File: config.mk
export PLATFORM = sky130hd
export DESIGN_NAME = renode_apb3_completer
export DESIGN_NICKNAME = d
export VERILOG_FILES = /design/src/rtl/renode_apb3_completer.sv
export SDC_FILE = /design/constraint.sdc
export NUM_CORES = 1
export LEC_CHECK = 0
export CAP_MARGIN = 20
export CORE_MARGIN = 3
export CORE_UTILIZATION = 43
export DETAILED_ROUTE_END_ITERATION = 6
export PLACE_DENSITY = 0.8
export SLEW_MARGIN = 15
export SYNTH_ARGS = -nofsm -noshare
export SYNTH_HDL_FRONTEND = slang
export SYNTH_SLANG_ARGS = --single-unit
File: constraint.sdc
create_clock -name clk -period 2.3 [get_ports clk]
set_clock_uncertainty 0.1 [all_clocks]
set_input_delay 0.23 -clock clk [delete_from_list [all_inputs] [get_ports clk]]
set_output_delay 0.23 -clock clk [all_outputs]
set_load 0.005 [all_outputs]
File: src/rtl/renode_apb3_completer.sv
// APB3 completer that forwards each transfer to a Renode-side request/response channel.
// A timeout turns a lost request or response into a slave error instead of a hung bus.
module renode_apb3_completer #(
    parameter int AddressWidth  = 20,
    parameter int DataWidth     = 32,
    parameter int TimeoutCycles = 256
) (
    input  logic                    clk,
    input  logic                    rst_n,
    input  logic [AddressWidth-1:0] paddr,
    input  logic                    pselx,
    input  logic                    penable,
    input  logic                    pwrite,
    input  logic [DataWidth-1:0]    pwdata,
    output logic                    pready,
    output logic [DataWidth-1:0]    prdata,
    output logic                    pslverr,
    output logic                    req_valid,
    input  logic                    req_ready,
    output logic                    req_write,
    output logic [AddressWidth-1:0] req_addr,
    output logic [DataWidth-1:0]    req_wdata,
    input  logic                    rsp_valid,
    input  logic [DataWidth-1:0]    rsp_rdata,
    input  logic                    rsp_error,
    output logic                    busy
);

    typedef enum logic [2:0] {
        S_IDLE,
        S_REQ,
        S_WAIT,
        S_DONE,
        S_DRAIN
    } state_e;

    localparam logic [15:0] CntLoad = 16'(TimeoutCycles - 1);

    state_e                  state_q, state_d;
    logic [15:0]             cnt_q, cnt_d;
    logic [AddressWidth-1:0] req_addr_q, req_addr_d;
    logic                    req_write_q, req_write_d;
    logic [DataWidth-1:0]    req_wdata_q, req_wdata_d;
    logic [DataWidth-1:0]    prdata_q, prdata_d;
    logic                    pslverr_q, pslverr_d;

    logic [15:0] cnt_dec;
    logic        expired;

    // The counter saturates at zero so a late handshake on the final cycle cannot wrap it.
    assign expired = (cnt_q == 16'd0);
    assign cnt_dec = expired ? 16'd0 : cnt_q - 16'd1;

    always_comb begin
        state_d     = state_q;
        cnt_d       = cnt_q;
        req_addr_d  = req_addr_q;
        req_write_d = req_write_q;
        req_wdata_d = req_wdata_q;
        prdata_d    = prdata_q;
        pslverr_d   = pslverr_q;

        case (state_q)
            S_IDLE: begin
                if (pselx && !penable) begin
                    state_d     = S_REQ;
                    req_addr_d  = paddr;
                    req_write_d = pwrite;
                    req_wdata_d = pwrite ? pwdata : '0;
                    cnt_d       = CntLoad;
                end
            end
            S_REQ: begin
                cnt_d = cnt_dec;
                if (req_ready) begin
                    state_d = S_WAIT;
                end else if (!pselx) begin
                    // Nothing was accepted, so the drain only needs a single cycle.
                    state_d = S_DRAIN;
                    cnt_d   = 16'd0;
                end else if (expired) begin
                    state_d   = S_DONE;
                    prdata_d  = '0;
                    pslverr_d = 1'b1;
                end
            end
            S_WAIT: begin
                cnt_d = cnt_dec;
                if (!pselx) begin
                    state_d = S_DRAIN;
                    if (rsp_valid) begin
                        cnt_d = 16'd0;
                    end
                end else if (rsp_valid) begin
                    state_d   = S_DONE;
                    prdata_d  = req_write_q ? '0 : rsp_rdata;
                    pslverr_d = rsp_error;
                end else if (expired) begin
                    state_d   = S_DONE;
                    prdata_d  = '0;
                    pslverr_d = 1'b1;
                end
            end
            S_DONE: begin
                state_d   = S_IDLE;
                prdata_d  = '0;
                pslverr_d = 1'b0;
            end
            S_DRAIN: begin
                cnt_d = cnt_dec;
                if (rsp_valid || expired) begin
                    state_d = S_IDLE;
                end
            end
            default: begin
                state_d = S_IDLE;
            end
        endcase
    end

    always_ff @(posedge clk or negedge rst_n) begin
        if (!rst_n) begin
            state_q     <= S_IDLE;
            cnt_q       <= 16'd0;
            req_addr_q  <= '0;
            req_write_q <= 1'b0;
            req_wdata_q <= '0;
            prdata_q    <= '0;
            pslverr_q   <= 1'b0;
        end else begin
            state_q     <= state_d;
            cnt_q       <= cnt_d;
            req_addr_q  <= req_addr_d;
            req_write_q <= req_write_d;
            req_wdata_q <= req_wdata_d;
            prdata_q    <= prdata_d;
            pslverr_q   <= pslverr_d;
        end
    end

    // pready is masked if a requester presents a setup phase during the completion cycle.
    assign pready    = (state_q == S_DONE) && !(pselx && !penable);
    assign prdata    = prdata_q;
    assign pslverr   = pslverr_q;
    assign req_valid = (state_q == S_REQ);
    assign req_write = req_write_q;
    assign req_addr  = req_addr_q;
    assign req_wdata = req_wdata_q;
    assign busy      = (state_q != S_IDLE);

endmodule

==> results of run 1 <==
-- sequential cells by signal, indices dropped and copies added (netlist names) --
signal and flops:
prdata 32, req_wdata 32, req_addr 20, cnt_q 16, state_q 3, pslverr 1, req_write 1
-- how the worst max path moves through the flow --
stage                      startpoint                endpoint  slack (ps)  cells past startpoint
6_report       state_q[1]$_DFFE_PN0P_   cnt_q[10]$_DFFE_PN0P_         150                      5
4_1_cts        state_q[2]$_DFFE_PN0P_                  pready          30                      4
5_1_grt          cnt_q[0]$_DFFE_PN0P_   cnt_q[10]$_DFFE_PN0P_          20                      8
3_5_place_dp                    pselx  prdata[13]$_DFFE_PN0P_          40                      6
3_3_place_gp                    pselx  prdata[24]$_DFFE_PN0P_         120                      6
2_1_floorplan   cnt_q[13]$_DFFE_PN0P_  prdata[10]$_DFFE_PN0P_         390                      6
-- metal layers --
metal / track usage / vias up
li1: - / 1831
met4: 0.0622 / 0
met1: 0.272 / 1872
met2: 0.363 / 136
met5: 0 / -
met3: 0.0501 / 17
-- metrics by stage --
| stage | setup WS (ps) | util |
|---|---|---|
| after floorplan | 389 | - |
| after global placement | 122 | 0.652 |
| after detailed placement | 41.6 | 0.652 |
| after CTS | 30.7 | 0.675 |
| after global routing | 19.7 | 0.676 |
| final | 148 | 0.676 |
-- cells by family after synthesis --
| kind of cell | count (synthesis) |
|---|---|
| compound gates | 117 |
| xor+xnor | 3 |
| fa+ha+maj | 2 |
| buf+inv | 36 |
| flops | 105 |
| mux | 22 |
| simple gates | 129 |
-- worst max-delay path, stage by stage (launching register included) --
cell	delay, ps
dfrtp_2	490
or3_1	480
o211ai_1	470
buf_4	250
a21oi_1	80
o21ai_0	210
-- area by class of cell --
class	instances	area (µm²)	area share
sequential	105	2630	0.391
timing repair buffer	196	1960	0.291
multi-input combinational	273	1710	0.255
tap	133	166	0.0247
clock buffer	12	165	0.0245
clock inverter	4	57.6	0.00855
inverter	10	37.5	0.00558
-- cell usage in the layout (no fill, tap or decap), drive strengths merged, types with 2 or more instances in the layout --
cell type and count:
nand2b 5, nand3 7, a21oi 13, nor4 5
nand4 4, clkbuf 12, or3 3, nor2 11
a22o 32, nand3b 2, ha 2, o21ai 43
a31oi 11, nor2b 5, nand2 78, xnor2 2
dfrtp 105, inv 12, buf 16, clkdlybuf4s50 179
nor3b 2, mux2 21, o211ai 2, nor3 6
o21a 3
-- what timing repair did --
| item | in CTS | in global routing |
|---|---|---|
| resized for setup | 1 | 3 |
| endpoints found under the setup margin | 1 | 24 |
| hold endpoints to repair | 36 | 0 |
| hold buffers | 1 | 0 |
-- power groups by stage --
stage	Clock [mW]	Combinational, mW	Sequential [mW]
floorplan	0	1.53	3.22
global route	1.35	4.07	3.33
CTS	1.27	3.77	3.22
detailed placement	0	3.75	3.26
finish	1.24	3.74	3.22
global placement	0	3.61	3.22
==> results.cfg, run 1 <==
[logic_synthesis]
syn_area_per_cell_um2 = 10.9
async_flop_share = 1.00
yosysSeqAreaShare = 0.585
synthTopCellsByCount = dfrtp_1 (105), nand2_1 (78), o21ai_0 (41)
synth_cell_types = 48
synth-compound-area-share = 0.174
synth_top_family_by_area = compound AO/OA/AOI/OAI gates
synth-edff-count = 0
synth_xor_xnor_area_share = 0.00585
ys_top_cells_by_area = dfrtp_1 (58%), nand2_1 (6.5%), a22o_1 (6.2%)
synthesis.nets = 508
synth-adder-area-share = 0.00557
netlist_instances = 414
syn_area_mm2 = 0.00449
synthFlopType = dfrtp_1
ys_warn_count = 0
ys_seq_elements = 105
synth_top_cell_by_area = dfrtp_1
synth.most_common_cell = dfrtp_1
muxShareOfSynthArea = 0.0549
yosys.area_share.simple = 0.138
yosys.area.top_type_share = 0.585

[clock_tree]
cts_tree = done
cts_setup_buffers = 0
clk_latency_ps = 360
cts.clk_slew.worst_paths_ps = 110
cts_made_buffers = 9
cts-root-buf = clkbuf_8
cts_sinks = 105
clk_path_buf_depth = 2
h-tree-depth = 3

[grt]
grt_max_degree = 86
grt_overflow = 0
antenna_found_initial = 0
grtUsageTotal = 0.213
grt_pass1_wl_um = 19600
grt_pass1_vias = 3867

[pwr]
power.total_mw = 8.20
powerDensity_mw_per_mm2 = 1220
intPower_mw = 5.51
ir_worst_vdd_mv = 0.725
power_frac_clock = 0.151
p_switching_mw = 2.69
leakagePower_nw = 2.90
swShare = 0.328
comb_power_share = 0.456
sequentialPowerShare = 0.393

[worst_setup_path]
timing.rr.end = cnt_q[10]$_DFFE_PN0P_
required_ps = 2480
critPathMaxFanout = 11
worstSetupPathType = flip-flop to flip-flop
worstRegToRegCells = 5
arrival_ps = 2330
r2r_slack_ps = 150
r2r-start = state_q[1]$_DFFE_PN0P_
crit_path_start_kind = flip-flop
end_kind = flip-flop

[sta]
worst_slew_pin_slew_ps = 556
setup_tns_ps = 0
fmax_ghz = 0.465
hold_ws_ps = 259
setup_viol = 0
rsz0062_at_grt = no
hold_viol = 0
min_period_ps = 2150
drv_slew = 0
relSlewSlack = 0.627
fin_crit_sh = 0.936

[floorplanning]
die_area_mm2 = 0.0117
core_mm2 = 0.00995
rows = 36
die_w_um = 108
ios = 181
fp.dieH_um = 108
start_util = 0.451

[finish]
instances_no_fill = 733
layout-drive-gt1-share = 0.108
syn_to_final_growth_pct = 49.8
fin_area_mm2 = 0.00673
diodes = 0
num-fill-cells = 774
nets = 689

[placed_design]
hpwl_um = 9120
portBuffers = 180
dpl_cell_area_mm2 = 0.00649
globalplace.congestion = 0.890
dpl.cell_count = 716

[worst_hold_path]
hold_path_class = input port to async pin

[detailed_routing]
wl_met3_um = 738
vias_per_cell = 5.26
first_iter_violations = 312
dr.pass1.iters = 4
routed_wl_um = 12400
via_count = 3856
routedWlPerCell_um = 17.0
wl_met2_um = 6420
wl_met1_um = 5060
postRouteAntennaNets = 0
drcViolationCount = 0
routed.top_layer = met4

[job]
drv_cap = 0

[run_status]
outcome = completed
(Power assumes the default switching activity.)
==> inputs of run 2 (changes only) <==
- clock period: 2.3 -> 2 ns (I/O delays scaled with it)
==> run 2 against run 1 <==
Net effect:
- power increased by 18%
- worst hold slack worse by 58 ps
- first-iteration DRC count shrank 31%
- cell area grew 2.8%
- die area unchanged
- maximum frequency up 11%
- via count grew 5.2%
- critical path depth increased by 2
- wire length is 4.0% higher
- sequential share of layout area down 1.1 points
- count of clock-buffer cells in the layout decreased by 1
- register-to-register slack worse by 90 ps
- largest power group unchanged
==> results.cfg, run 2 (synthesis gave the netlist of run 1 again) <==
[grt]
grt_pass1_wl_um = 20400
antenna_found_initial = 0
grt_overflow = 0
grt_max_degree = 45
grt_pass1_vias = 4004
grtUsageTotal = 0.218

[run_status]
outcome = completed

[worst_setup_path]
critPathBufInv = 1
critPathMaxFanout = 32
cp_slowest_cell = dfrtp_1
worstSetupPathType = flip-flop to flip-flop
required_ps = 2150
critPathTopFamily = compound AO/OA/AOI/OAI gates
path_cells = inv_2, ha_1, nand2b_1, nor4_4, nand4_2, a21bo_4, a22o_1
slowest_delay_ps = 400
end_kind = flip-flop
arrival_ps = 2100
crit_path_start_kind = flip-flop

[placed_design]
dpl.cell_count = 732
portBuffers = 180
dpl_cell_area_mm2 = 0.00663
globalplace.congestion = 0.899
hpwl_um = 9510

[clock_tree]
cts_sinks = 105
clk_latency_ps = 360
cts.clk_slew.worst_paths_ps = 100
cts_tree = done
h-tree-depth = 3
cts-root-buf = clkbuf_8
clk_path_buf_depth = 2
cts_made_buffers = 9

[finish]
final_common_cell = clkdlybuf4s50_1
utilization = 0.695
diodes = 0
instances_no_fill = 753
syn_to_final_growth_pct = 53.9
fin_area_mm2 = 0.00692
nets = 709
layout-drive-gt1-share = 0.147
mostFrequentLayoutCells = clkdlybuf4s50_1 (176), dfrtp_1 (105), nand2_1 (78)

[pwr]
sequentialPowerShare = 0.384
intPower_mw = 6.37
leakagePower_nw = 2.99
powerDensity_mw_per_mm2 = 1390
power_frac_clock = 0.125
comb_power_share = 0.491
p_switching_mw = 3.26
ir_worst_vdd_mv = 0.706
swShare = 0.338

[detailed_routing]
postRouteAntennaNets = 0
dr.pass1.iters = 5
routedWlPerCell_um = 17.2
vias_per_cell = 5.39
drcViolationCount = 0
via_count = 4057
routed_wl_um = 12900
first_iter_violations = 215

[sta]
worst_slew_pin_slew_ps = 626
rsz0062_at_grt = yes
hold_viol = 0
drv_slew = 0
fmax_ghz = 0.515
setup_tns_ps = 0
setup_viol = 0
fin_crit_sh = 0.971
relSlewSlack = 0.580
min_period_ps = 1940

[floorplanning]
rows = 36
start_util = 0.451
core_mm2 = 0.00995
die_area_mm2 = 0.0117
ios = 181
die_w_um = 108
fp.dieH_um = 108

[worst_hold_path]
hold_path_class = input port to async pin

[job]
drv_cap = 0
## run 2: changes by cell type in the layout (fill, tap and decap cells not counted), sizes merged
| cell | before | now |
|---|---|---|
| buf | 16 | 36 |
| dlygate4sd2 | 0 | 3 |
| clkdlybuf4s50 | 179 | 176 |
| inv | 12 | 11 |
| clkbuf | 12 | 11 |
| bufinv | 1 | 0 |
| clkinvlp | 1 | 4 |
## run 2: through the flow
stage	total power, mW	setup slack (ps)	hold slack, ps
5_1_grt	10.3	-66.3	216
3_5_place_dp	8.29	-73.3	35.0
4_1_cts	9.57	28.1	194
2_1_floorplan	5.47	89.1	-196
3_3_place_gp	8.07	-4.34	25.6
6_report	9.63	57.3	201
## run 2: layout make-up
cell class              count  area (µm²)
flip-flops and latches    105        2630
fillers                   739        3040
clock inverters             5        41.3
repair buffers            216        2130
clock buffers              11         131
well taps                 133         166
multi-input cells         273        1780
inverters                  10        37.5
## run 2: worst register-to-register path, delay by kind of cell, from the launching register on
family,cells,cell delay [ps]
compound gates,2,620
simple gates,3,460
flops,1,400
fa+ha+maj,1,160
buf+inv,1,100
## run 2: worst paths after layout
check                                           from  depth (start not counted)  slack [ps]                   endpoint
setup / recovery                cnt_q[0]$_DFFE_PN0P_                          7          60      prdata[2]$_DFFE_PN0P_
hold / removal                                 rst_n                          2         200  req_wdata[30]$_DFFE_PN0P_
setup reg to reg                cnt_q[0]$_DFFE_PN0P_                          7          60      prdata[2]$_DFFE_PN0P_
hold reg to reg            req_wdata[31]$_DFFE_PN0P_                          2         390  req_wdata[31]$_DFFE_PN0P_
max in group asynchronous                      rst_n                          3         870  req_wdata[13]$_DFFE_PN0P_
min in group clk                          pwdata[16]                          3         290  req_wdata[16]$_DFFE_PN0P_
## run 2: repair_timing
item,in CTS,in global routing
pin swaps,1,7
gates resized for setup,9,11
buffers inserted,2,2
setup endpoints to repair,36,40
hold endpoints to repair,53,0
hold buffers,1,0
## run 2: per-layer routing
layer | vias up | routed length [µm] | GRT usage
li1 | 1867 | - | -
met1 | 1994 | 5080 | 0.275
met2 | 170 | 6650 | 0.377
met3 | 26 | 900 | 0.0490
met4 | 0 | 301 | 0.0604
met5 | - | 0 | 0
## run 2: power groups by stage
stage / combinational, mW / sequential, mW / clock, mW
floorplan: 1.76 / 3.71 / 0
global placement: 4.39 / 3.68 / 0
detailed placement: 4.57 / 3.72 / 0
CTS: 4.65 / 3.68 / 1.24
global route: 5.12 / 3.82 / 1.34
finish: 4.73 / 3.70 / 1.20
